## src/rtl/temporal_pkg.sv

```systemverilog
// Shared definitions for the temporal-to-binary decoder: FSM encoding,
// default window parameters and the captured-time type.
package temporal_pkg;

  localparam int TP_T_WIDTH = 7;
  localparam int TP_T_MAX   = 69;

  localparam logic [1:0] ST_IDLE    = 2'd0;
  localparam logic [1:0] ST_MEASURE = 2'd1;
  localparam logic [1:0] ST_DRAIN   = 2'd2;

  typedef enum logic [1:0] {
    IDLE    = ST_IDLE,
    MEASURE = ST_MEASURE,
    DRAIN   = ST_DRAIN
  } state_e;

  typedef logic [TP_T_WIDTH-1:0] time_t;

endpackage

```

## src/rtl/temporal_capture_lane.sv

```systemverilog
// One temporal line: latches the counter on the first high cycle, then freezes.
// Lines still uncaptured when the window closes are loaded with T_MAX and flagged missed.
module temporal_capture_lane
  import temporal_pkg::*;
#(
  parameter int T_WIDTH = TP_T_WIDTH,
  parameter int T_MAX   = TP_T_MAX
) (
  input  logic               clk,
  input  logic               rst_n,
  input  logic               line_i,
  input  logic [T_WIDTH-1:0] t_i,
  input  logic               meas_en_i,
  input  logic               clear_i,
  input  logic               finalize_i,
  output logic               captured_o,
  output logic [T_WIDTH-1:0] time_o,
  output logic               miss_o
);

  logic               cap_q, cap_d;
  logic [T_WIDTH-1:0] time_q, time_d;
  logic               miss_q, miss_d;

  // A rise on the closing cycle wins over finalize, so t == T_MAX is a hit, not a miss.
  always_comb begin
    cap_d  = cap_q;
    time_d = time_q;
    miss_d = miss_q;
    if (clear_i) begin
      cap_d  = 1'b0;
      time_d = '0;
      miss_d = 1'b0;
    end else if (meas_en_i && line_i && !cap_q) begin
      cap_d  = 1'b1;
      time_d = t_i;
    end else if (finalize_i && !cap_q) begin
      time_d = T_WIDTH'(T_MAX);
      miss_d = 1'b1;
    end
  end

  always_ff @(posedge clk or negedge rst_n) begin
    if (!rst_n) begin
      cap_q  <= 1'b0;
      time_q <= '0;
      miss_q <= 1'b0;
    end else begin
      cap_q  <= cap_d;
      time_q <= time_d;
      miss_q <= miss_d;
    end
  end

  assign captured_o = cap_q;
  assign time_o     = time_q;
  assign miss_o     = miss_q;

endmodule

```

## src/rtl/temporal_decode_32.sv

```systemverilog
// Temporal-to-binary decoder for the bitonic sorter output: measures per-line
// arrival cycles, then streams them out in index order with a sortedness verdict.
module temporal_decode_32
  import temporal_pkg::*;
#(
  parameter int N_LINES = 32,
  parameter int T_WIDTH = TP_T_WIDTH,
  parameter int T_MAX   = TP_T_MAX
) (
  input  logic                       clk,
  input  logic                       rst_n,
  input  logic                       start,
  input  logic [N_LINES-1:0]         lines_in,
  output logic                       busy,
  output logic                       out_valid,
  input  logic                       out_ready,
  output logic [$clog2(N_LINES)-1:0] out_idx,
  output logic [T_WIDTH-1:0]         out_time,
  output logic                       out_miss,
  output logic                       done,
  output logic                       sorted_ok
);

  localparam int                 IDX_W    = $clog2(N_LINES);
  localparam logic [IDX_W-1:0]   IDX_LAST = IDX_W'(N_LINES - 1);
  localparam logic [T_WIDTH-1:0] TMAX_T   = T_WIDTH'(T_MAX);

  state_e             state_q, state_d;
  logic [T_WIDTH-1:0] cnt_q, cnt_d;
  logic [T_WIDTH-1:0] prev_q, prev_d;
  logic [IDX_W-1:0]   idx_q, idx_d;
  logic               sorted_q, sorted_d;

  logic [N_LINES-1:0] cap;
  logic [N_LINES-1:0] miss_arr;
  logic [T_WIDTH-1:0] time_arr [N_LINES];

  logic               in_idle, in_meas, in_drain;
  logic               go, meas_exit, accept, last_word, decrease;
  logic [T_WIDTH-1:0] cur_time;

  assign in_idle  = (state_q == IDLE);
  assign in_meas  = (state_q == MEASURE);
  assign in_drain = (state_q == DRAIN);
  assign go       = in_idle && start;

  // Leave after the cycle that completes the set, looking at lines rising this cycle too.
  assign meas_exit = in_meas && ((&(cap | lines_in)) || (cnt_q == TMAX_T));

  assign cur_time  = time_arr[idx_q];
  assign accept    = in_drain && out_ready;
  assign last_word = (idx_q == IDX_LAST);
  assign decrease  = accept && (cur_time < prev_q);

  for (genvar i = 0; i < N_LINES; i++) begin : g_lane
    temporal_capture_lane #(
      .T_WIDTH (T_WIDTH),
      .T_MAX   (T_MAX)
    ) u_lane (
      .clk        (clk),
      .rst_n      (rst_n),
      .line_i     (lines_in[i]),
      .t_i        (cnt_q),
      .meas_en_i  (in_meas),
      .clear_i    (go),
      .finalize_i (meas_exit),
      .captured_o (cap[i]),
      .time_o     (time_arr[i]),
      .miss_o     (miss_arr[i])
    );
  end

  always_comb begin
    state_d  = state_q;
    cnt_d    = cnt_q;
    prev_d   = prev_q;
    idx_d    = idx_q;
    sorted_d = sorted_q;
    case (state_q)
      IDLE: begin
        if (start) begin
          state_d  = MEASURE;
          cnt_d    = '0;
          prev_d   = '0;
          idx_d    = '0;
          sorted_d = 1'b1;
        end
      end
      MEASURE: begin
        if (cnt_q != TMAX_T) cnt_d = cnt_q + 1'b1;
        if (meas_exit) state_d = DRAIN;
      end
      DRAIN: begin
        if (accept) begin
          prev_d = cur_time;
          if (decrease) sorted_d = 1'b0;
          if (last_word) state_d = IDLE;
          else           idx_d   = idx_q + 1'b1;
        end
      end
      default: state_d = IDLE;
    endcase
  end

  always_ff @(posedge clk or negedge rst_n) begin
    if (!rst_n) begin
      state_q  <= IDLE;
      cnt_q    <= '0;
      prev_q   <= '0;
      idx_q    <= '0;
      sorted_q <= 1'b1;
    end else begin
      state_q  <= state_d;
      cnt_q    <= cnt_d;
      prev_q   <= prev_d;
      idx_q    <= idx_d;
      sorted_q <= sorted_d;
    end
  end

  // Data outputs read as zero outside DRAIN; the verdict folds in the word being accepted now.
  assign busy      = in_meas || in_drain;
  assign out_valid = in_drain;
  assign out_idx   = in_drain ? idx_q : '0;
  assign out_time  = in_drain ? cur_time : '0;
  assign out_miss  = in_drain && miss_arr[idx_q];
  assign done      = accept && last_word;
  assign sorted_ok = sorted_q && !decrease;

endmodule
```

## config.mk

```make
export PLATFORM = sky130hd
export DESIGN_NAME = temporal_decode_32
export DESIGN_NICKNAME = d
export VERILOG_FILES = /design/src/rtl/temporal_pkg.sv /design/src/rtl/temporal_capture_lane.sv /design/src/rtl/temporal_decode_32.sv
export SDC_FILE = /design/constraint.sdc
export NUM_CORES = 1
export LEC_CHECK = 0
export ABC_AREA = 1
export CAP_MARGIN = 5
export CORE_UTILIZATION = 56
export DETAILED_ROUTE_END_ITERATION = 7
export GPL_TIMING_DRIVEN = 0
export PLACE_DENSITY = 0.81
export SYNTH_ARGS = -nofsm -noshare
export SYNTH_HDL_FRONTEND = slang
export SYNTH_SLANG_ARGS = --single-unit
```

## constraint.sdc

```tcl
create_clock -name clk -period 2.8 [get_ports clk]
set_input_delay 0.42 -clock clk [delete_from_list [all_inputs] [get_ports clk]]
set_output_delay 0.42 -clock clk [all_outputs]
set_load 0.01 [all_outputs]
```

==> results.yml, run 1 <==
route:
  drt_first_pass_iters: 8
  ant_nets: 0
  avgRoutedWirePerCell_um: 27.9
  drcViolationCount: 9
  vias: 18000
  postRouteWirelength_mm: 74.9
  avgViaCountPerCell: 6.72
  first_iter_violations: 3332
power_and_ir_drop:
  comb_power_share: 0.492
  power.share.clock: 0.204
  p_switching_mw: 11.2
  peakVddDrop_mv: 0.644
  internal_power_mw: 12.3
  leakagePower_nw: 9.72
  swShare: 0.476
  power.density_mw_per_mm2: 1180
  total_power_mw: 23.5
  pwr-share-seq: 0.303
logic_synthesis:
  netlist_area_mm2: 0.0164
  syn_inst: 2141
  synth.top_cell.area_share: 0.471
  synth_edf_count: 0
  synth_area_leaders: "dfrtp_1 (47%), nand2_1 (11%), o21ai_0 (7.3%)"
  synthesis.nets: 2191
  synth_commonest_cells: "nand2_1 (502), dfrtp_1 (309), o21ai_0 (240), nand3_1 (224), inv_1 (199)"
  ys_seq_elements: 310
  synth_cell_type_count: 38
  yosysMostFrequentCell: "nand2_1"
  synth_warnings: 0
  synth_area_leader_cell: "dfrtp_1"
  synthFlopType: "dfrtp_1"
  avgSynthCellArea_um2: 7.66
  seq_area_frac_synth: 0.473
  async_reset_ff_frac: 1.00
die:
  core_mm2: 0.0288
  die_w_um: 173
  dieArea_mm2: 0.0300
  io_pins: 53
  rows: 62
  die_height_um: 173
  initial_core_util: 0.570
cells_and_area:
  layout.nets: 2324
  seq_area_mm2: 0.00776
  fin_area_mm2: 0.0198
  syn2layout_area_growth_pct: 21.0
  drive_gt1_frac: 0.134
  multi_input_area_mm2: 0.00773
  fillers: 2392
timing:
  max-slew-margin-rel: 0.0603
  drv_slew: 0
  fin_ws_ns: -1.14
  worst_slew_pin_slew_ns: 1.41
  tns_ns: -4.13
  finalHoldViolCount: 0
  fin_worst_skew_ns: 0.0202
  rsz0062_at_grt: "true"
  period_share: 1.41
  period_needed_ns: 3.94
  setup_violations: 29
  hold-worst-slack_ns: 0.484
  max_freq_ghz: 0.254
setup_path:
  r2r_setup_slack_ns: -0.18
  r2r_cells: 17
  arrival_ns: 3.52
  crit_type: "flop to output pin"
  crit_fanout: 10
  reg2reg_to: "sorted_q$_DFFE_PN1P_"
  critical_path_required_ns: 2.38
  critPathLaunchType: "flop"
  crit-reg2reg-launch: "idx_q[0]$_DFFE_PN0P_"
  end_kind: "output pin"
placed_design:
  pre_cts_slack_ns: -1.55
  gp_congestion: 1.08
  placed_area_mm2: 0.0175
  hpwl_mm: 51.3
  io_buffers: 52
worst_hold_path:
  hp-class: "primary input to async pin"
clock_network:
  numCtsBuffers: 35
  cts_max_level: 2
  clkTransAtPathRegs_ns: 0.06
  cts_tree: "yes"
  clock_latency_ns: 0.54
  clkSinkCount: 310
  cts_buffer_depth: 3
  clockRootBuffer: "clkbuf_16"
grt:
  grt_max_degree: 125
  grt_usage: 0.493
  grt_pass1_wl_mm: 107
  antenna_found_initial: 3
  overflow: 0
  grt_pass1_vias: 16700
outcome:
  status: "complete, but fails checks"
  violations: "design-rule violations, negative setup slack"
job:
  cap_violations: 0
[worst max-delay path by stage]
stage	startpoint	to	slack [ns]	cells after the start
after detailed placement	idx_q[1]$_DFFE_PN0P_	sorted_ok	-1.55	16
after global placement	rst_n	cnt_q[0]$_DFFE_PN0P_	-12.18	1
after floorplan	idx_q[0]$_DFFE_PN0P_	sorted_ok	0.14	16
after global routing	idx_q[0]$_DFFE_PN0P_	sorted_ok	-1.15	18
after CTS	idx_q[0]$_DFFE_PN0P_	sorted_ok	-1.03	17
final	idx_q[0]$_DFFE_PN0P_	sorted_ok	-1.14	18
[power by group through the flow]
stage / Clock [mW] / Combinational, mW / Sequential [mW]
6_report: 4.80 / 11.6 / 7.14
5_1_grt: 4.92 / 12.0 / 7.20
4_1_cts: 4.76 / 9.92 / 7.01
3_5_place_dp: 0 / 9.11 / 7.03
3_3_place_gp: 0 / 8.92 / 7.02
2_1_floorplan: 0 / 5.50 / 6.59
[layout by cell type (no fill, tap or decap), types with 11 or more instances in the layout]
| cell type | instances |
|---|---|
| o211ai_1 | 20 |
| o21ai_1 | 13 |
| inv_1 | 190 |
| nand3_2 | 23 |
| clkbuf_4 | 11 |
| nand3_1 | 219 |
| buf_2 | 18 |
| clkbuf_16 | 42 |
| buf_4 | 40 |
| dfrtp_1 | 306 |
| clkdlybuf4s50_1 | 42 |
| nor2_1 | 164 |
| o21ai_0 | 209 |
| nor2_4 | 12 |
| o22ai_1 | 36 |
| clkbuf_1 | 44 |
| a21oi_1 | 76 |
| clkbuf_2 | 13 |
| o21ai_2 | 17 |
| nand2_2 | 12 |
| nor3_1 | 13 |
| buf_6 | 26 |
| nand2_1 | 491 |
| nand4_1 | 127 |
| buf_12 | 12 |
[sequential cells by signal (all words and copies together) (netlist names)]
signal,flops
state_q,2
g_lane.u_lane.captured_o,32
g_lane.u_lane.miss_o,32
cnt_q,7
sorted_q,1
idx_q,5
prev_q,7
g_lane.u_lane.time_o,224
[cell type report]
class / instances / share of cell area
antenna: 2 / 0.000252
buffer: 123 / 0.0489
clock buffer: 51 / 0.0508
clock inverter: 9 / 0.00750
inverter: 205 / 0.0396
multi-input combinational: 1503 / 0.389
sequential: 310 / 0.391
tap: 384 / 0.0242
timing repair buffer: 96 / 0.0482
[timing repair]
item / CTS / global route
setup endpoints to repair: 278 / 212
pin swaps: 28 / 48
hold endpoints to repair: 85 / 0
hold buffers: 1 / 0
buffers inserted: 21 / 17
cloned: 0 / 3
gates resized for setup: 184 / 172
[cells by family after synthesis]
family | after synthesis | share of synthesized area
AND/OR/NAND/NOR | 1091 | 0.305
AO/OA/AOI/OAI | 398 | 0.131
buffers and inverters | 328 | 0.0809
flip-flops | 310 | 0.473
adder cells (fa/ha/maj) | 14 | 0.0107
[per-stage QoR]
stage          utilization  instances
2_1_floorplan            -       2141
3_3_place_gp         0.605       2577
3_5_place_dp         0.607       2579
4_1_cts              0.669       2661
5_1_grt              0.690       2681
6_report             0.690       2683
[layer usage]
metal | up-vias | global-route usage | routed length, um
li1 | 7503 | - | -
met1 | 8517 | 0.642 | 26600
met2 | 1633 | 0.677 | 30300
met3 | 373 | 0.199 | 12200
met4 | 2 | 0.325 | 5780
met5 | - | 0 | 17
[worst max-delay path, cell delays in order, from the launching register on]
cell       delay (ns)
dfrtp_2          0.46
buf_12           0.17
buf_12           0.16
nor2_4           0.11
nor2_2           0.06
o21ai_4          0.10
o21ai_2          0.10
o211ai_1         0.45
nand4_1          0.21
nand2_2          0.17
inv_1            0.09
ha_4             0.17
a21oi_4          0.16
nor2_4           0.06
a2111oi_4        0.17
nand2_1          0.11
nand2_2          0.10
inv_2            0.04
buf_6            0.11
(Power assumes the default switching activity.)
==> inputs of run 2 (changes only) <==
- TNS_END_PERCENT: not set -> 10
==> results.yml, run 2 (synthesis results as in run 1) <==
clock_network:
  cts_buffer_depth: 3
  clkTransAtPathRegs_ns: 0.06
  cts_tree: "yes"
  clkSinkCount: 310
  numCtsBuffers: 35
  cts_max_level: 2
  clock_latency_ns: 0.53
  clockRootBuffer: "clkbuf_16"
timing:
  fin_ws_ns: -1.08
  max_freq_ghz: 0.258
  drv_slew: 0
  worst_slew_pin_slew_ns: 1.34
  finalHoldViolCount: 0
  period_needed_ns: 3.88
  hold-worst-slack_ns: 0.453
  tns_ns: -10.04
  fin_worst_skew_ns: 0.0162
  period_share: 1.39
  max-slew-margin-rel: 0.105
  setup_violations: 58
  rsz0062_at_grt: "true"
setup_path:
  critPathLaunchType: "flop"
  critical_path_required_ns: 2.38
  r2r_cells: 6
  crit_fanout: 10
  end_kind: "output pin"
  r2r_setup_slack_ns: -0.33
  arrival_ns: 3.46
  crit-reg2reg-launch: "cnt_q[0]$_DFFE_PN0P_"
  crit_type: "flop to output pin"
  reg2reg_to: "g_lane[21].u_lane.time_o[0]$_DFFE_PN0P_"
grt:
  grt_pass1_wl_mm: 107
  antenna_found_initial: 3
  grt_usage: 0.491
  overflow: 0
  grt_max_degree: 125
  grt_pass1_vias: 16700
die:
  initial_core_util: 0.570
  io_pins: 53
  die_height_um: 173
  die_w_um: 173
  dieArea_mm2: 0.0300
  rows: 62
  core_mm2: 0.0288
cells_and_area:
  mostFrequentLayoutCells: "nand2_1 (493), dfrtp_1 (307), nand3_1 (223)"
  layout.nets: 2315
  fin_area_mm2: 0.0197
  syn2layout_area_growth_pct: 19.9
  fillers: 2399
  drive_gt1_frac: 0.123
  largest_reg_flops: 224
  final_common_cell: "nand2_1"
power_and_ir_drop:
  peakVddDrop_mv: 0.645
  leakagePower_nw: 9.68
  power.density_mw_per_mm2: 1180
route:
  avgRoutedWirePerCell_um: 27.7
  first_iter_violations: 3229
  vias: 17900
  postRouteWirelength_mm: 74.2
  drcViolationCount: 11
  drt_first_pass_iters: 8
  ant_nets: 0
  avgViaCountPerCell: 6.68
outcome:
  violations: "design-rule violations, negative setup slack"
  status: "complete, but fails checks"
worst_hold_path:
  hp-class: "primary input to async pin"
placed_design:
  placed_area_mm2: 0.0175
  hpwl_mm: 51.3
  pre_cts_slack_ns: -1.55
  io_buffers: 52
  gp_congestion: 1.08
job:
  cap_violations: 0
-- run 2: area by class of cell --
class	count	area [um2]	area share
multi-input cells	1503	7670	0.390
plain buffers	123	950	0.0483
well taps	384	480	0.0244
flip-flops and latches	310	7760	0.394
clock inverters	9	149	0.00757
inverters	205	783	0.0398
diodes	3	7.51	0.000382
clock buffers	51	1010	0.0513
repair buffers	87	863	0.0439
-- run 2: per-layer routing --
metal	track usage	vias up	wire length, um
met5	0.00481	-	13
met4	0.323	2	5890
met3	0.194	401	12000
met2	0.674	1583	29800
met1	0.639	8396	26500
li1	-	7486	-
-- run 2: metrics by stage --
stage | power (mW) | std cells | utilization
detailed placement | 16.1 | 2579 | 0.607
global placement | 15.9 | 2577 | 0.605
floorplan | 12.1 | 2141 | -
global route | 24.0 | 2673 | 0.683
finish | 23.3 | 2675 | 0.684
CTS | 21.7 | 2654 | 0.667
-- run 2: what timing repair did --
| action | in CTS | in global routing |
|---|---|---|
| hold buffers | 1 | 0 |
| endpoints found under the hold margin | 85 | 0 |
| pin swaps | 28 | 33 |
| gates cloned | 0 | 2 |
| setup endpoints to repair | 278 | 212 |
| buffers inserted | 14 | 16 |
| resized for setup | 187 | 131 |
-- run 2: how the worst max path moves through the flow --
stage                          from  cells past startpoint                   end
6_report       idx_q[0]$_DFFE_PN0P_                     18             sorted_ok
5_1_grt        idx_q[0]$_DFFE_PN0P_                     18             sorted_ok
4_1_cts        idx_q[0]$_DFFE_PN0P_                     17             sorted_ok
3_5_place_dp   idx_q[1]$_DFFE_PN0P_                     16             sorted_ok
3_3_place_gp                  rst_n                      1  cnt_q[0]$_DFFE_PN0P_
2_1_floorplan  idx_q[0]$_DFFE_PN0P_                     16             sorted_ok
-- run 2: power by group --
part / leakage (nW) / switching [mW] / total (mW) / internal [mW]
combinational: 4.98 / 7.94 / 11.4 / 3.43
sequential: 4.13 / 1.19 / 7.13 / 5.93
clock: 0.567 / 1.94 / 4.81 / 2.87
-- run 2: worst max-delay path, stage by stage, from the launching register on --
cell,delay (ns)
dfrtp_2,0.45
buf_12,0.17
buf_12,0.16
nor2_4,0.10
nor2_2,0.06
o21ai_4,0.10
o21ai_2,0.10
o211ai_1,0.44
nand4_1,0.20
nand2_2,0.15
inv_1,0.06
ha_2,0.18
a21oi_4,0.16
nor2_4,0.06
a2111oi_4,0.17
nand2_1,0.11
nand2_2,0.08
inv_2,0.04
buf_6,0.11
